===== src/rtl/mem_arb_pkg.sv =====
// rtl/mem_arb_pkg.sv - shared encodings and helpers for the memory port arbiter
package mem_arb_pkg;

    localparam logic [1:0] LEN_BYTE = 2'b00;
    localparam logic [1:0] LEN_HALF = 2'b01;
    localparam logic [1:0] LEN_WORD = 2'b10;
    localparam logic [1:0] LEN_RSVD = 2'b11;

    typedef enum logic [1:0] {
        IDLE   = 2'd0,
        ACCESS = 2'd1,
        RESP   = 2'd2
    } state_t;

    localparam logic OWN_CORE = 1'b0;
    localparam logic OWN_DMA  = 1'b1;

    // A request is rejected before touching memory when its length is
    // reserved or its address is not naturally aligned for that length.
    function automatic logic is_illegal(input logic [1:0] len, input logic [1:0] addr_lo);
        case (len)
            LEN_HALF: return addr_lo[0];
            LEN_WORD: return |addr_lo;
            LEN_RSVD: return 1'b1;
            default:  return 1'b0;
        endcase
    endfunction

endpackage


===== src/rtl/rr_arbiter2.sv =====
// rtl/rr_arbiter2.sv - two-way round-robin picker
// Ports:
//   clk, rst  : clock, synchronous active-high reset
//   req[1:0]  : request vector (bit 0 core, bit 1 DMA)
//   advance   : commit the current pick as the new last grant
//   grant     : index of the picked requester (combinational)
module rr_arbiter2
    import mem_arb_pkg::*;
(
    input  logic       clk,
    input  logic       rst,
    input  logic [1:0] req,
    input  logic       advance,
    output logic       grant
);

    logic last_grant;

    always_comb begin
        grant = OWN_CORE;
        if (req == 2'b11) begin
            grant = ~last_grant;
        end else if (req[1]) begin
            grant = OWN_DMA;
        end
    end

    // Resetting to DMA makes the core win the first tie.
    always_ff @(posedge clk) begin
        if (rst) begin
            last_grant <= OWN_DMA;
        end else if (advance) begin
            last_grant <= grant;
        end
    end

endmodule


===== src/rtl/mem_port_arbiter.sv =====
// rtl/mem_port_arbiter.sv - core/DMA arbiter and sequencer for the shared memory port
// Ports:
//   clk, rst                      : clock, synchronous active-high reset
//   core_* / dma_*  req side      : req, we, addr, wdata, len from each requester
//   core_* / dma_*  resp side     : rdata (held), done pulse, err qualifier
//   mem_rd_en, mem_wr_en          : strobes, high for the whole ACCESS state
//   mem_address, mem_wdata, mem_len : latched transaction fields
//   mem_rdata, mem_ack            : memory return path
//   busy, owner                   : not idle / current owner (0 core, 1 DMA)
module mem_port_arbiter
    import mem_arb_pkg::*;
#(
    parameter int ADDR_W  = 32,
    parameter int DATA_W  = 32,
    parameter int TIMEOUT = 255
) (
    input  logic              clk,
    input  logic              rst,
    input  logic              core_req,
    input  logic              core_we,
    input  logic [ADDR_W-1:0] core_addr,
    input  logic [DATA_W-1:0] core_wdata,
    input  logic [1:0]        core_len,
    output logic [DATA_W-1:0] core_rdata,
    output logic              core_done,
    output logic              core_err,
    input  logic              dma_req,
    input  logic              dma_we,
    input  logic [ADDR_W-1:0] dma_addr,
    input  logic [DATA_W-1:0] dma_wdata,
    input  logic [1:0]        dma_len,
    output logic [DATA_W-1:0] dma_rdata,
    output logic              dma_done,
    output logic              dma_err,
    output logic              mem_rd_en,
    output logic              mem_wr_en,
    output logic [ADDR_W-1:0] mem_address,
    output logic [DATA_W-1:0] mem_wdata,
    output logic [1:0]        mem_len,
    input  logic [DATA_W-1:0] mem_rdata,
    input  logic              mem_ack,
    output logic              busy,
    output logic              owner
);

    localparam logic [7:0] TIMEOUT_CNT = 8'(TIMEOUT);

    state_t            state;
    state_t            state_next;
    logic              we_q;
    logic [7:0]        cnt;
    logic [7:0]        cnt_inc;
    logic              grant;
    logic              any_req;
    logic              grant_fire;
    logic              sel_we;
    logic [ADDR_W-1:0] sel_addr;
    logic [DATA_W-1:0] sel_wdata;
    logic [1:0]        sel_len;
    logic              sel_illegal;
    logic              next_we;
    logic              go_resp;
    logic              resp_owner;
    logic              resp_err;

    rr_arbiter2 u_rr (
        .clk     (clk),
        .rst     (rst),
        .req     ({dma_req, core_req}),
        .advance (grant_fire),
        .grant   (grant)
    );

    always_comb begin
        any_req     = core_req | dma_req;
        grant_fire  = (state == IDLE) && any_req;
        sel_we      = grant ? dma_we    : core_we;
        sel_addr    = grant ? dma_addr  : core_addr;
        sel_wdata   = grant ? dma_wdata : core_wdata;
        sel_len     = grant ? dma_len   : core_len;
        sel_illegal = is_illegal(sel_len, sel_addr[1:0]);
        next_we     = grant_fire ? sel_we : we_q;
        // Saturating so a large TIMEOUT can never be skipped by a wrap.
        cnt_inc     = (cnt == 8'hFF) ? cnt : cnt + 8'd1;
    end

    // Next-state logic; also decides which requester gets the response
    // and whether it is an error.
    always_comb begin
        state_next = state;
        resp_owner = owner;
        resp_err   = 1'b0;
        case (state)
            IDLE: begin
                if (any_req) begin
                    resp_owner = grant;
                    if (sel_illegal) begin
                        state_next = RESP;
                        resp_err   = 1'b1;
                    end else begin
                        state_next = ACCESS;
                    end
                end
            end
            ACCESS: begin
                // ack has priority over a timeout in the same cycle
                if (mem_ack) begin
                    state_next = RESP;
                end else if (cnt_inc == TIMEOUT_CNT) begin
                    state_next = RESP;
                    resp_err   = 1'b1;
                end
            end
            RESP:    state_next = IDLE;
            default: state_next = IDLE;
        endcase
        go_resp = (state != RESP) && (state_next == RESP);
    end

    always_ff @(posedge clk) begin
        if (rst) begin
            state <= IDLE;
        end else begin
            state <= state_next;
        end
    end

    always_ff @(posedge clk) begin
        if (rst) begin
            owner       <= OWN_CORE;
            we_q        <= 1'b0;
            cnt         <= 8'd0;
            mem_address <= '0;
            mem_wdata   <= '0;
            mem_len     <= LEN_BYTE;
            mem_rd_en   <= 1'b0;
            mem_wr_en   <= 1'b0;
            busy        <= 1'b0;
            core_done   <= 1'b0;
            core_err    <= 1'b0;
            dma_done    <= 1'b0;
            dma_err     <= 1'b0;
            core_rdata  <= '0;
            dma_rdata   <= '0;
        end else begin
            busy      <= (state_next != IDLE);
            mem_rd_en <= (state_next == ACCESS) && !next_we;
            mem_wr_en <= (state_next == ACCESS) && next_we;
            core_done <= go_resp && (resp_owner == OWN_CORE);
            core_err  <= go_resp && (resp_owner == OWN_CORE) && resp_err;
            dma_done  <= go_resp && (resp_owner == OWN_DMA);
            dma_err   <= go_resp && (resp_owner == OWN_DMA) && resp_err;

            if (grant_fire) begin
                owner       <= grant;
                we_q        <= sel_we;
                mem_address <= sel_addr;
                mem_wdata   <= sel_wdata;
                mem_len     <= sel_len;
                cnt         <= 8'd0;
            end

            if (state == ACCESS) begin
                if (mem_ack) begin
                    if (!we_q) begin
                        if (owner == OWN_DMA) begin
                            dma_rdata <= mem_rdata;
                        end else begin
                            core_rdata <= mem_rdata;
                        end
                    end
                end else begin
                    cnt <= cnt_inc;
                end
            end
        end
    end

endmodule


===== config.mk =====
export PLATFORM = sky130hd
export DESIGN_NAME = mem_port_arbiter
export DESIGN_NICKNAME = d
export VERILOG_FILES = /design/src/rtl/mem_arb_pkg.sv /design/src/rtl/rr_arbiter2.sv /design/src/rtl/mem_port_arbiter.sv
export SDC_FILE = /design/constraint.sdc
export NUM_CORES = 1
export LEC_CHECK = 0
export BUFFER_PORTS_ARGS = -buffer_cell sky130_fd_sc_hd__buf_2
export CORE_MARGIN = 5
export CORE_UTILIZATION = 49
export CTS_CLUSTER_SIZE = 24
export DETAILED_ROUTE_END_ITERATION = 12
export PLACE_DENSITY = 0.85
export SKIP_CTS_REPAIR_TIMING = 1
export SYNTH_ARGS = -nofsm -noshare
export SYNTH_HDL_FRONTEND = slang
export SYNTH_HIERARCHICAL = 1
export SYNTH_SLANG_ARGS = --single-unit

===== constraint.sdc =====
create_clock -name clk -period 4 [get_ports clk]
set_input_delay 0 -clock clk [delete_from_list [all_inputs] [get_ports clk]]
set_output_delay 0 -clock clk [all_outputs]
set_load 0.05 [all_outputs]

==> flow_summary.toml <==
[pwr]
p_per_area_nw_per_um2 = 481
ir_drop_mv = 0.323
p_leak_nw = 4.39

[clock_network]
cts_max_level = 4
cts_buffer_depth = 2
cts_root_buf = "clkbuf_16"
cts_sinks = 150
numCtsBuffers = 17
cts.clk_slew.worst_paths_ns = 0.07
clk_latency_ns = 0.43
cts_tree = "built"

[global_route]
use_met1 = 0.272
grt_pass1_wl_mm = 29.2
antenna_found_initial = 5
use_met3 = 0.116
track_usage = 0.250
grt_max_degree = 108
top_usage_layer = "met2"
use_met2 = 0.421
grt_pass1_vias = 5834
grt_overflow = 0

[sta]
period_needed_ns = 2.89
fin_crit_sh = 0.724
clock.fmax_mhz = 345
finalHoldViolCount = 0
fin_setup_tns_ns = 0
finalSetupViolCount = 0
fin_skew_ns = 0.00896
whs_ns = 0.0260
tightest_slew_ns = 1.10
maxSlewViolCount = 0
slew-limit-headroom = 0.266
rsz0062_at_grt = "false"

[placed_design]
numPortBuffers = 308
place_congestion = 0.913
hpwl_mm = 14.0

[routing]
drc_errors = 0
vias = 7427
wl_per_cell_um = 21.1
drtIter0Drc = 932
post_drt_via_cell_ratio = 5.68
dr.pass1.iters = 5
routed_wl_mm = 27.5
final_antenna_net_count = 0

[run_status]
run_status = "finished clean"

[floorplan]
core_area_um2 = 12100
dieHeight_um = 122
die_x_um = 122
ios = 309
row_count = 40
die-area_um2 = 14800
start_util = 0.504

[critical_path]
worstSetupEndpointType = "flop"
worstPathRequired_ns = 4.30
path_class = "reg -> reg"
cp_data_arrival_time_ns = 3.20
cp_max_fo = 41
critPathLaunchType = "flop"

[yosys]
synth_top_family_by_area = "compound AO/OA/AOI/OAI gates"
synthesis.area_um2 = 6110
synth-compound-area-share = 0.180
synthSimpleGateAreaFrac = 0.171
synth_seq_cells = 150
synth_mux_area_frac = 0.115
syn_area_per_cell_um2 = 8.79
synthCells = 695
synth_xor_area_frac = 0
yosysWarnings = 6
syn_nets = 867
synth_fa_ha_area_frac = 0.00205
seq_area_frac_synth = 0.492
synthDistinctLibCells = 48

[finish]
syn_to_final_growth_pct = 60.2
n_fill_cell = 683
drive_gt1_frac = 0.313
nets = 1295

[worst_hold_path]
holdCritPathClass = "in -> reg"

[run]
cap_violations = 0
## flip-flops by register name, summed over array words and instances (netlist names)
signal,count
cnt,8
mem_wr_en,1
core_rdata,32
mem_rd_en,1
dma_rdata,32
dma_err,1
mem_len,2
core_done,1
mem_address,32
we_q,1
dma_done,1
core_err,1
u_rr/last_grant,1
owner,1
mem_wdata,32
busy,1
state,2
## layout by cell type (no fill, tap or decap), types with 3 or more instances in the layout
master         count
clkbuf_1           4
clkbuf_16         17
dfxtp_1          150
o211ai_1           3
buf_4              9
mux2i_1           68
dlygate4sd3_1    148
or3_1              3
o21ai_0           11
buf_2            307
a21oi_1           74
nor3_1             5
nor2_1            75
a211oi_1          70
nand2_1          131
clkbuf_8           3
nand3b_1           3
nor2b_1            3
diode_2            5
## logic make-up after synthesis
logic type,after synthesis
adder cells (fa/ha/maj),1
multiplexers,70
AND/OR/NAND/NOR,245
buffers and inverters,58
AO/OA/AOI/OAI,171
flip-flops,150
## cell usage after synthesis, drive strengths merged
master / number / area, µm²
a22oi: 1 / 7.51
a211oi: 70 / 526
a2111oi: 1 / 27.5
and4: 1 / 8.76
nand4: 2 / 12.5
nand2b: 2 / 12.5
nor2b: 3 / 18.8
ha: 1 / 12.5
or3: 3 / 18.8
o21a: 1 / 7.51
nor3b: 3 / 27.5
o21ai: 11 / 55.1
nor2: 75 / 282
buf: 27 / 128
a21bo: 1 / 10.0
nor4bb: 1 / 10.0
nand2: 131 / 492
mux2i: 68 / 681
or4b: 1 / 10.0
o32ai: 1 / 8.76
nor4: 1 / 6.26
or2: 2 / 12.5
inv: 3 / 11.3
and2: 2 / 12.5
a311oi: 1 / 8.76
a211o: 1 / 8.76
nand4b: 1 / 8.76
o211ai: 3 / 22.5
nand3: 2 / 10.0
or4: 2 / 15.0
a21boi: 2 / 15.0
a21o: 1 / 7.51
dfxtp: 150 / 3000
clkbuf: 28 / 106
nor4b: 1 / 8.76
nor3: 6 / 30.0
nand3b: 3 / 22.5
a21oi: 74 / 370
or3b: 2 / 17.5
and3b: 1 / 8.76
mux2: 2 / 22.5
o22ai: 3 / 25.0
## critical path, stage by stage, from the launching register on
cell           delay [ns]
dfxtp_1              0.35
a21boi_4             0.14
buf_4                0.42
buf_4                0.67
mux2i_1              0.17
dlygate4sd3_1        0.64
a211oi_1             0.36
## per-layer routing
metal  vias up  wire [µm]
met3       147       3150
met4         4       1710
met1      3456       9200
met5         -         27
met2       527      13500
li1       3293          -
## stage by stage
| stage | power (mW) | instances | utilization | cell area [µm²] | worst slack, ns |
|---|---|---|---|---|---|
| 6_report | 4.71 | 1308 | 0.808 | 9780 | 1.11 |
| 5_1_grt | 4.86 | 1306 | 0.807 | 9780 | 1.07 |
| 4_1_cts | 4.45 | 1155 | 0.685 | 8290 | 1.86 |
| 3_5_place_dp | 2.88 | 1124 | 0.637 | 7710 | 1.92 |
| 3_3_place_gp | 2.86 | 1124 | 0.637 | 7710 | 2.00 |
| 2_1_floorplan | 2.56 | 695 | - | 6110 | 2.30 |
## worst paths after layout
path,start,to,slack (ns),cells past startpoint
setup / recovery,u_rr/last_grant,mem_wdata[23],1.11,6
hold / removal,core_wdata[20],mem_wdata[20],0.03,3
setup reg to reg,u_rr/last_grant,mem_wdata[23],1.11,6
hold reg to reg,core_rdata[26],core_rdata[26],0.45,2
## area by class of cell
class	count	area [µm²]	area share
clock inverters	7	95.1	0.00972
multi-input cells	487	2880	0.295
well taps	168	210	0.0215
clock buffers	24	482	0.0492
diodes	5	12.5	0.00128
inverters	3	13.8	0.00141
repair buffers	464	3090	0.315
flip-flops and latches	150	3000	0.307
## power breakdown
part           leakage [nW]  internal, mW  switching [mW]  total, mW
Combinational          2.88         0.437           0.957       1.39
Sequential             1.23          1.63          0.0925       1.73
Clock                 0.281         0.966           0.624       1.59
Total                  4.39          3.04            1.67       4.71
Power figures use the tool's default switching activity.
